### src/rtl/fifo_multi_ch_always_appear_seq.sv
// Multi-channel circular FIFO bank. The head entry of each channel is always on its registered output.
// Port summary: clk/rst_n (async active-low), i_en global enable, per-channel i_wr/i_rd/i_data/i_valid;
//   o_data/o_valid registered head, o_full/o_empty/o_count status, o_ovf/o_udf one-cycle reject pulses.
module fifo_multi_ch_always_appear_seq #(
  parameter int DATA_WIDTH    = 8,
  parameter int VALID_WIDTH   = 1,
  parameter int DEPTH         = 8,
  parameter int NUM_CH        = 4,
  parameter bit CLEAR_ON_READ = 1'b1,
  localparam int CW           = $clog2(DEPTH + 1)
) (
  input  logic                          clk,
  input  logic                          rst_n,
  input  logic                          i_en,
  input  logic [NUM_CH-1:0]             i_wr,
  input  logic [NUM_CH-1:0]             i_rd,
  input  logic [NUM_CH*DATA_WIDTH-1:0]  i_data,
  input  logic [NUM_CH*VALID_WIDTH-1:0] i_valid,
  output logic [NUM_CH*DATA_WIDTH-1:0]  o_data,
  output logic [NUM_CH*VALID_WIDTH-1:0] o_valid,
  output logic [NUM_CH-1:0]             o_full,
  output logic [NUM_CH-1:0]             o_empty,
  output logic [NUM_CH*CW-1:0]          o_count,
  output logic [NUM_CH-1:0]             o_ovf,
  output logic [NUM_CH-1:0]             o_udf
);

  localparam int PW = (DEPTH > 1) ? $clog2(DEPTH) : 1;
  localparam int EW = DATA_WIDTH + VALID_WIDTH;

  // Entries are stored as {data, valid}.
  logic [EW-1:0]     mem_q   [NUM_CH][DEPTH];
  logic [PW-1:0]     wptr_q  [NUM_CH];
  logic [PW-1:0]     wptr_d  [NUM_CH];
  logic [PW-1:0]     rptr_q  [NUM_CH];
  logic [PW-1:0]     rptr_d  [NUM_CH];
  logic [CW-1:0]     count_q [NUM_CH];
  logic [CW-1:0]     count_d [NUM_CH];
  logic [EW-1:0]     head_q  [NUM_CH];
  logic [EW-1:0]     head_d  [NUM_CH];
  logic [EW-1:0]     wr_ent  [NUM_CH];
  logic [NUM_CH-1:0] rd_ok;
  logic [NUM_CH-1:0] wr_ok;
  logic [NUM_CH-1:0] ovf_q, ovf_d;
  logic [NUM_CH-1:0] udf_q, udf_d;

  // Explicit wrap so non-power-of-2 depths work.
  function automatic logic [PW-1:0] ptr_inc(input logic [PW-1:0] p);
    return (p == PW'(DEPTH - 1)) ? '0 : p + PW'(1);
  endfunction

  always_comb begin
    for (int c = 0; c < NUM_CH; c++) begin
      wr_ent[c]  = {i_data[c*DATA_WIDTH +: DATA_WIDTH], i_valid[c*VALID_WIDTH +: VALID_WIDTH]};
      rd_ok[c]   = i_rd[c] & (count_q[c] != '0);
      // A full channel still accepts a write when a pop frees a slot in the same cycle.
      wr_ok[c]   = i_wr[c] & ((count_q[c] != CW'(DEPTH)) | rd_ok[c]);
      wptr_d[c]  = wr_ok[c] ? ptr_inc(wptr_q[c]) : wptr_q[c];
      rptr_d[c]  = rd_ok[c] ? ptr_inc(rptr_q[c]) : rptr_q[c];
      count_d[c] = count_q[c] + CW'(wr_ok[c]) - CW'(rd_ok[c]);
      ovf_d[c]   = i_wr[c] & ~wr_ok[c];
      udf_d[c]   = i_rd[c] & ~rd_ok[c];
      // Head after the edge: zero when empty; the incoming word when it lands on the
      // new head slot (write into an empty channel); otherwise the stored entry.
      if (count_d[c] == '0) begin
        head_d[c] = '0;
      end else if (wr_ok[c] && (wptr_q[c] == rptr_d[c])) begin
        head_d[c] = wr_ent[c];
      end else begin
        head_d[c] = mem_q[c][rptr_d[c]];
      end
    end
  end

  always_ff @(posedge clk or negedge rst_n) begin
    if (!rst_n) begin
      for (int c = 0; c < NUM_CH; c++) begin
        wptr_q[c]  <= '0;
        rptr_q[c]  <= '0;
        count_q[c] <= '0;
        head_q[c]  <= '0;
        for (int i = 0; i < DEPTH; i++) begin
          mem_q[c][i] <= '0;
        end
      end
      ovf_q <= '0;
      udf_q <= '0;
    end else if (i_en) begin
      for (int c = 0; c < NUM_CH; c++) begin
        wptr_q[c]  <= wptr_d[c];
        rptr_q[c]  <= rptr_d[c];
        count_q[c] <= count_d[c];
        head_q[c]  <= head_d[c];
        if (CLEAR_ON_READ && rd_ok[c]) begin
          mem_q[c][rptr_q[c]] <= '0;
        end
        // Listed after the clear: on a full-channel write+pop both hit the same slot,
        // and the new word must survive.
        if (wr_ok[c]) begin
          mem_q[c][wptr_q[c]] <= wr_ent[c];
        end
      end
      ovf_q <= ovf_d;
      udf_q <= udf_d;
    end
  end

  always_comb begin
    for (int c = 0; c < NUM_CH; c++) begin
      o_data[c*DATA_WIDTH +: DATA_WIDTH]   = head_q[c][EW-1:VALID_WIDTH];
      o_valid[c*VALID_WIDTH +: VALID_WIDTH] = head_q[c][VALID_WIDTH-1:0];
      o_count[c*CW +: CW]                  = count_q[c];
      o_full[c]                            = (count_q[c] == CW'(DEPTH));
      o_empty[c]                           = (count_q[c] == '0);
    end
  end

  assign o_ovf = ovf_q;
  assign o_udf = udf_q;

endmodule

### config.mk
export PLATFORM = sky130hd
export DESIGN_NAME = fifo_multi_ch_always_appear_seq
export DESIGN_NICKNAME = d
export VERILOG_FILES = /design/src/rtl/fifo_multi_ch_always_appear_seq.sv
export SDC_FILE = /design/constraint.sdc
export NUM_CORES = 1
export LEC_CHECK = 0
export CAP_MARGIN = 10
export CORE_AREA = 2 2 223 280
export CTS_BUF_LIST = sky130_fd_sc_hd__clkbuf_4 sky130_fd_sc_hd__clkbuf_8
export CTS_CLUSTER_SIZE = 30
export DETAILED_ROUTE_END_ITERATION = 8
export DIE_AREA = 0 0 225 282
export GPL_ROUTABILITY_DRIVEN = 0
export PLACE_DENSITY = 0.52
export SYNTH_ARGS = -nofsm -noshare
export SYNTH_HDL_FRONTEND = slang
export SYNTH_SLANG_ARGS = --single-unit
### constraint.sdc
create_clock -name clk -period 4.25 [get_ports clk]
set_clock_uncertainty 0.05 [all_clocks]
set_input_delay 1.275 -clock clk [delete_from_list [all_inputs] [get_ports clk]]
set_output_delay 1.275 -clock clk [all_outputs]
set_load 0.02 [all_outputs]
Word level (Yosys, flattened, before mapping):

Cells that the tools add are included.

* register bits after elaboration: 372
* input bits: 47
* output and inout bits: 68

* add/sub/neg operators: 16
* order comparisons: 20
* equal/unequal tests: 20
* muxes and demuxes: 64
* bitwise logic cells: 48
* reductions and logical operators: 28

Operator list (number)
* $mux 72: 12
* $and 72x72->72: 4
* $bwmux 72: 4
* $not 72->72: 4
* $demux 9 s3: 8
* $mux 9: 24
* $bmux 9 s3: 4
* $ge 4x4->1 const B: 12
* $not 3->4: 12
* $mux 3: 12
* $logic_not 4->1: 8
* $lt 4x1->1 const B: 8
* $add 3x1->3 const B: 8
* $eq 3x3->1 const B: 8
* $add 4x1->4: 4
* $and 1x1->1: 16
* $eq 4x4->1 const B: 4
* $ne 4x4->1 const B: 4
* $reduce_bool 4->1: 4
* $sub 4x1->4: 4
* $eq 3x3->1: 4
* $logic_and 1x1->1: 12
* $not 1->1: 8
* $reduce_and 2->1: 4
* $or 1x1->1: 4

Longest topological paths before layout:

* word-level depth: 11
* gate-level depth with buffers: 16
* mapped depth without buffers: 14

Worst setup path before layout:

OpenSTA, ideal clock, no wires.

* kind: input to register
* start: in i_wr[1]
* end: reg head_q (netlist bit o_data[10])
* library setup time: 126 ps
* data arrival time: 3650 ps
* data required time: 4074 ps
* slack: 424 ps
* stages: 11
* cells stage by stage: clkbuf_1 -> nand2_1 -> o21ai_0 -> ha_1 -> inv_1 -> fa_1 -> inv_1 -> o41ai_1 -> and4b_1 -> clkbuf_1 -> a221o_1

* cells in the longest elaborated chain, start to end: 5
* elaborated cells on any way between the ends: 7
* classes of those cells: add/sub (2); mux (2); bitwise (1); reduce/logical (2)

Ends and longest elaborated chain
* from (decl): RTL line 15 `input logic [NUM_CH-1:0] i_wr,`
* $and 1x1->1 (*): RTL line 57 `wr_ok[c] = i_wr[c] & ((count_q[c] != CW'(DEPTH)) | rd_ok[c]);`
* $add 4x1->4: RTL line 60 `count_d[c] = count_q[c] + CW'(wr_ok[c]) - CW'(rd_ok[c]);`
* $sub 4x1->4: RTL line 60
* $logic_not 4->1: RTL line 65 `if (count_d[c] == '0) begin`
* $mux 9 (*): RTL line 65
* to (signal, indexed assignment): RTL line 93 `head_q[c] <= head_d[c];`
* to (decl): RTL line 39 `logic [EW-1:0] head_q [NUM_CH];`

Mark *: on every way between the ends. The rest lies on a longest branch, timed or not.
A chain may end at the register's enable or synchronous reset.

Worst setup path after layout:

* start: reg count_q (netlist bit o_count[2])
* end: out o_full[0]

* cells in the longest elaborated chain, start to end: 1

Ends and longest elaborated chain
* from (decl): RTL line 37 `logic [CW-1:0] count_q [NUM_CH];`
* from (signal, indexed assignment): RTL line 92 `count_q[c] <= count_d[c];`
* $eq 4x4->1: RTL line 113 `o_full[c] = (count_q[c] == CW'(DEPTH));`
* to (decl): RTL line 21 `output logic [NUM_CH-1:0] o_full,`

Every way passes these cells.

==> metrics.csv <==
metric,value,unit
worstSetupPathType,register to output pin,
htreeDepth,3,
grt_usage,0.168,
overflow,0,
die_x,225,µm
cts-root-buf,clkbuf_8,
rr_endpoint,o_data[4],
ff2ff_path_depth,14,
startpoint,o_count[2],
drive_above_1_share,0.187,
start_kind,register,
cts_tree,done,
num_io_pins,115,
coreArea,60500,µm²
initial_core_util,0.300,
grt_pass1_vias,14435,
ys.flop_type,dfrtp_1,
period_share,0.940,
syn_inst,1713,
first_pass_iters,5,
end_kind,output pin,
ys_warn_count,0,
ys_ff_latch,372,
area_delta_synth_final,22.3,%
reg2reg_slack,0.32,ns
r2r_start,o_count[2],
hold_path.class,register to register,
vias_per_cell,5.10,
vias,13908,
antenna_found_initial,1,
wl_per_cell,19.2,µm
grt_max_degree,94,
setup_viol,0,
cellLeakagePower,9.90,nW
crit_fanout,8,
tightestPinTransition,1.09,ns
met1Wirelength,22800,µm
power,17.1,mW
synth_area,18100,µm²
ir_drop,0.402,mV
yosysUniqueCellTypes,54,
fin_crit,4.00,ns
hpwl,36200,µm
cts.clk_slew.worst_paths,0.07,ns
cts_setup_buffers,0,
slew_viol_final,0,
fp-row-count,101,
drc,0,
clk_latency,0.63,ns
wl,52300,µm
min_path_cells,2,
p_per_area,772,nW/µm²
met3WireLength,2680,µm
min-delay-start,mem_q[120],
fin_setup_tns,0,ns
rsz0062_at_grt,no,
dr_wl_met2,25500,µm
chipHeight,282,µm
drtIter0Drc,866,
synth-edff-count,0,
nNetsFinal,1999,
crit_required,2.92,ns
grt_first_pass_wirelength,83500,µm
critical_path_arrival,2.67,ns
syn_area_per_cell,10.6,µm²
port_buffers,114,
post-route-util,0.367,
max_freq,0.250,GHz
cts.sinks,372,
maxCapViolCount,0,
hold_end,mem_q[120],
finalHoldViolCount,0,
cts_made_buffers,67,
ant_nets,0,
ys_seq_area_frac,0.513,
syn_nets,1800,
dr.max_layer_used,met4,
max_slew_margin,0.272,
clockBufferDepth,3,
outcome,completed,
synthArstFlopShare,1.00,
die_area,63500,µm²
[report_power, final]
group          internal [mW]  leakage (nW)  switching, mW
combinational           3.55          4.31           3.79
sequential              5.02          4.82           1.01
clock                   2.22         0.776           1.54
[sequential cells by signal (all words and copies together) (netlist names)]
signal,count
mem_q,288
o_data,32
o_count,16
rptr_q,12
wptr_q,12
o_ovf,4
o_udf,4
o_valid,4
[synth_stat cells, types with 3 or more instances]
cell	instances	area [µm²]
nor3b_1	4	30.0
xnor2_1	11	96.3
o21ai_0	312	1560
o31ai_1	14	105
xor2_1	9	78.8
o41ai_1	7	61.3
o21ai_1	6	30.0
dfrtp_1	372	9310
clkbuf_1	37	139
nor2_1	22	82.6
a221o_1	36	360
or3_1	3	18.8
nand3_1	13	65.1
nor3_1	8	40.0
or3b_2	4	35.0
nand2b_1	8	50.1
nor4_1	4	25.0
o2111ai_1	20	175
nand2_1	376	1410
a2111o_1	7	78.8
buf_1	9	33.8
o2bb2ai_1	9	78.8
fa_1	4	80.1
mux4_2	36	811
and4b_1	4	40.0
nor4bb_1	4	40.0
ha_1	36	450
mux2_4	9	135
buf_6	5	56.3
a31oi_1	5	31.3
inv_1	47	176
mux2i_1	6	60.1
mux2_2	100	1130
buf_2	15	75.1
a21oi_1	17	85.1
mux2_1	47	529
a211oi_1	4	30.0
nor2b_1	51	319
o22ai_1	4	25.0
a21o_1	8	60.1
[worst max-delay path by stage]
stage	cells past startpoint	slack (ns)	endpoint
floorplan	11	0.42	o_data[10]
global placement	13	-0.27	o_data[2]
global route	14	0.03	o_data[23]
detailed placement	13	-0.33	o_data[3]
finish	5	0.25	o_full[0]
CTS	14	0.16	o_data[3]
[cell type report]
type                       count  area, µm²
antenna                        1       2.50
clock inverter                13        196
fill                        5977      38300
clock buffer                 100       1280
multi-input combinational   1223       8380
inverter                      50        188
tap                          772        966
sequential                   372       9310
timing repair buffer         198       1880
[cells by family after synthesis]
family	synth area share
AND/OR/NAND/NOR	0.124
AO/OA/AOI/OAI	0.149
flip-flops	0.513
multiplexers	0.147
buffers and inverters	0.0278
adder cells (fa/ha/maj)	0.0292
XOR/XNOR	0.00965
[repair_timing]
action,4_1_cts,5_1_grt
resized for setup,0,2
setup endpoints to repair,0,18
hold buffers,0,0
[routing by layer]
metal,vias to the layer above,GRT usage
li1,6535,-
met1,6950,0.214
met2,333,0.282
met3,90,0.0330
met4,0,0.0654
met5,-,0
[stage by stage]
stage	std cells	area, µm²	hold slack, ns	worst slack (ns)
6_report	2729	22200	0.422	0.255
5_1_grt	2729	22200	0.443	0.0282
4_1_cts	2728	22200	0.425	0.163
3_5_place_dp	2615	20700	0.414	-0.330
3_3_place_gp	2615	20700	0.403	-0.273
2_1_floorplan	1713	18100	0.393	0.424
[layout by cell type, fill, tap and decap left out, drive strengths merged, types with 14 or more instances in the layout]
| cell | instances |
|---|---|
| clkdlybuf4s50 | 112 |
| ha | 36 |
| nor2b | 51 |
| nor2 | 22 |
| mux4 | 36 |
| o2111ai | 20 |
| a21oi | 17 |
| nand2 | 379 |
| inv | 50 |
| dfrtp | 372 |
| o31ai | 14 |
| clkbuf | 100 |
| a221o | 36 |
| mux2 | 156 |
| buf | 86 |
| o21ai | 318 |
[worst max-delay path, stage by stage, from the launching register on]
cell             delay (ns)
dfrtp_1                0.39
inv_1                  0.12
ha_1                   0.15
or3b_2                 0.54
inv_1                  0.20
clkdlybuf4s50_1        0.64
No activity file was read; power rests on OpenSTA's default activity.
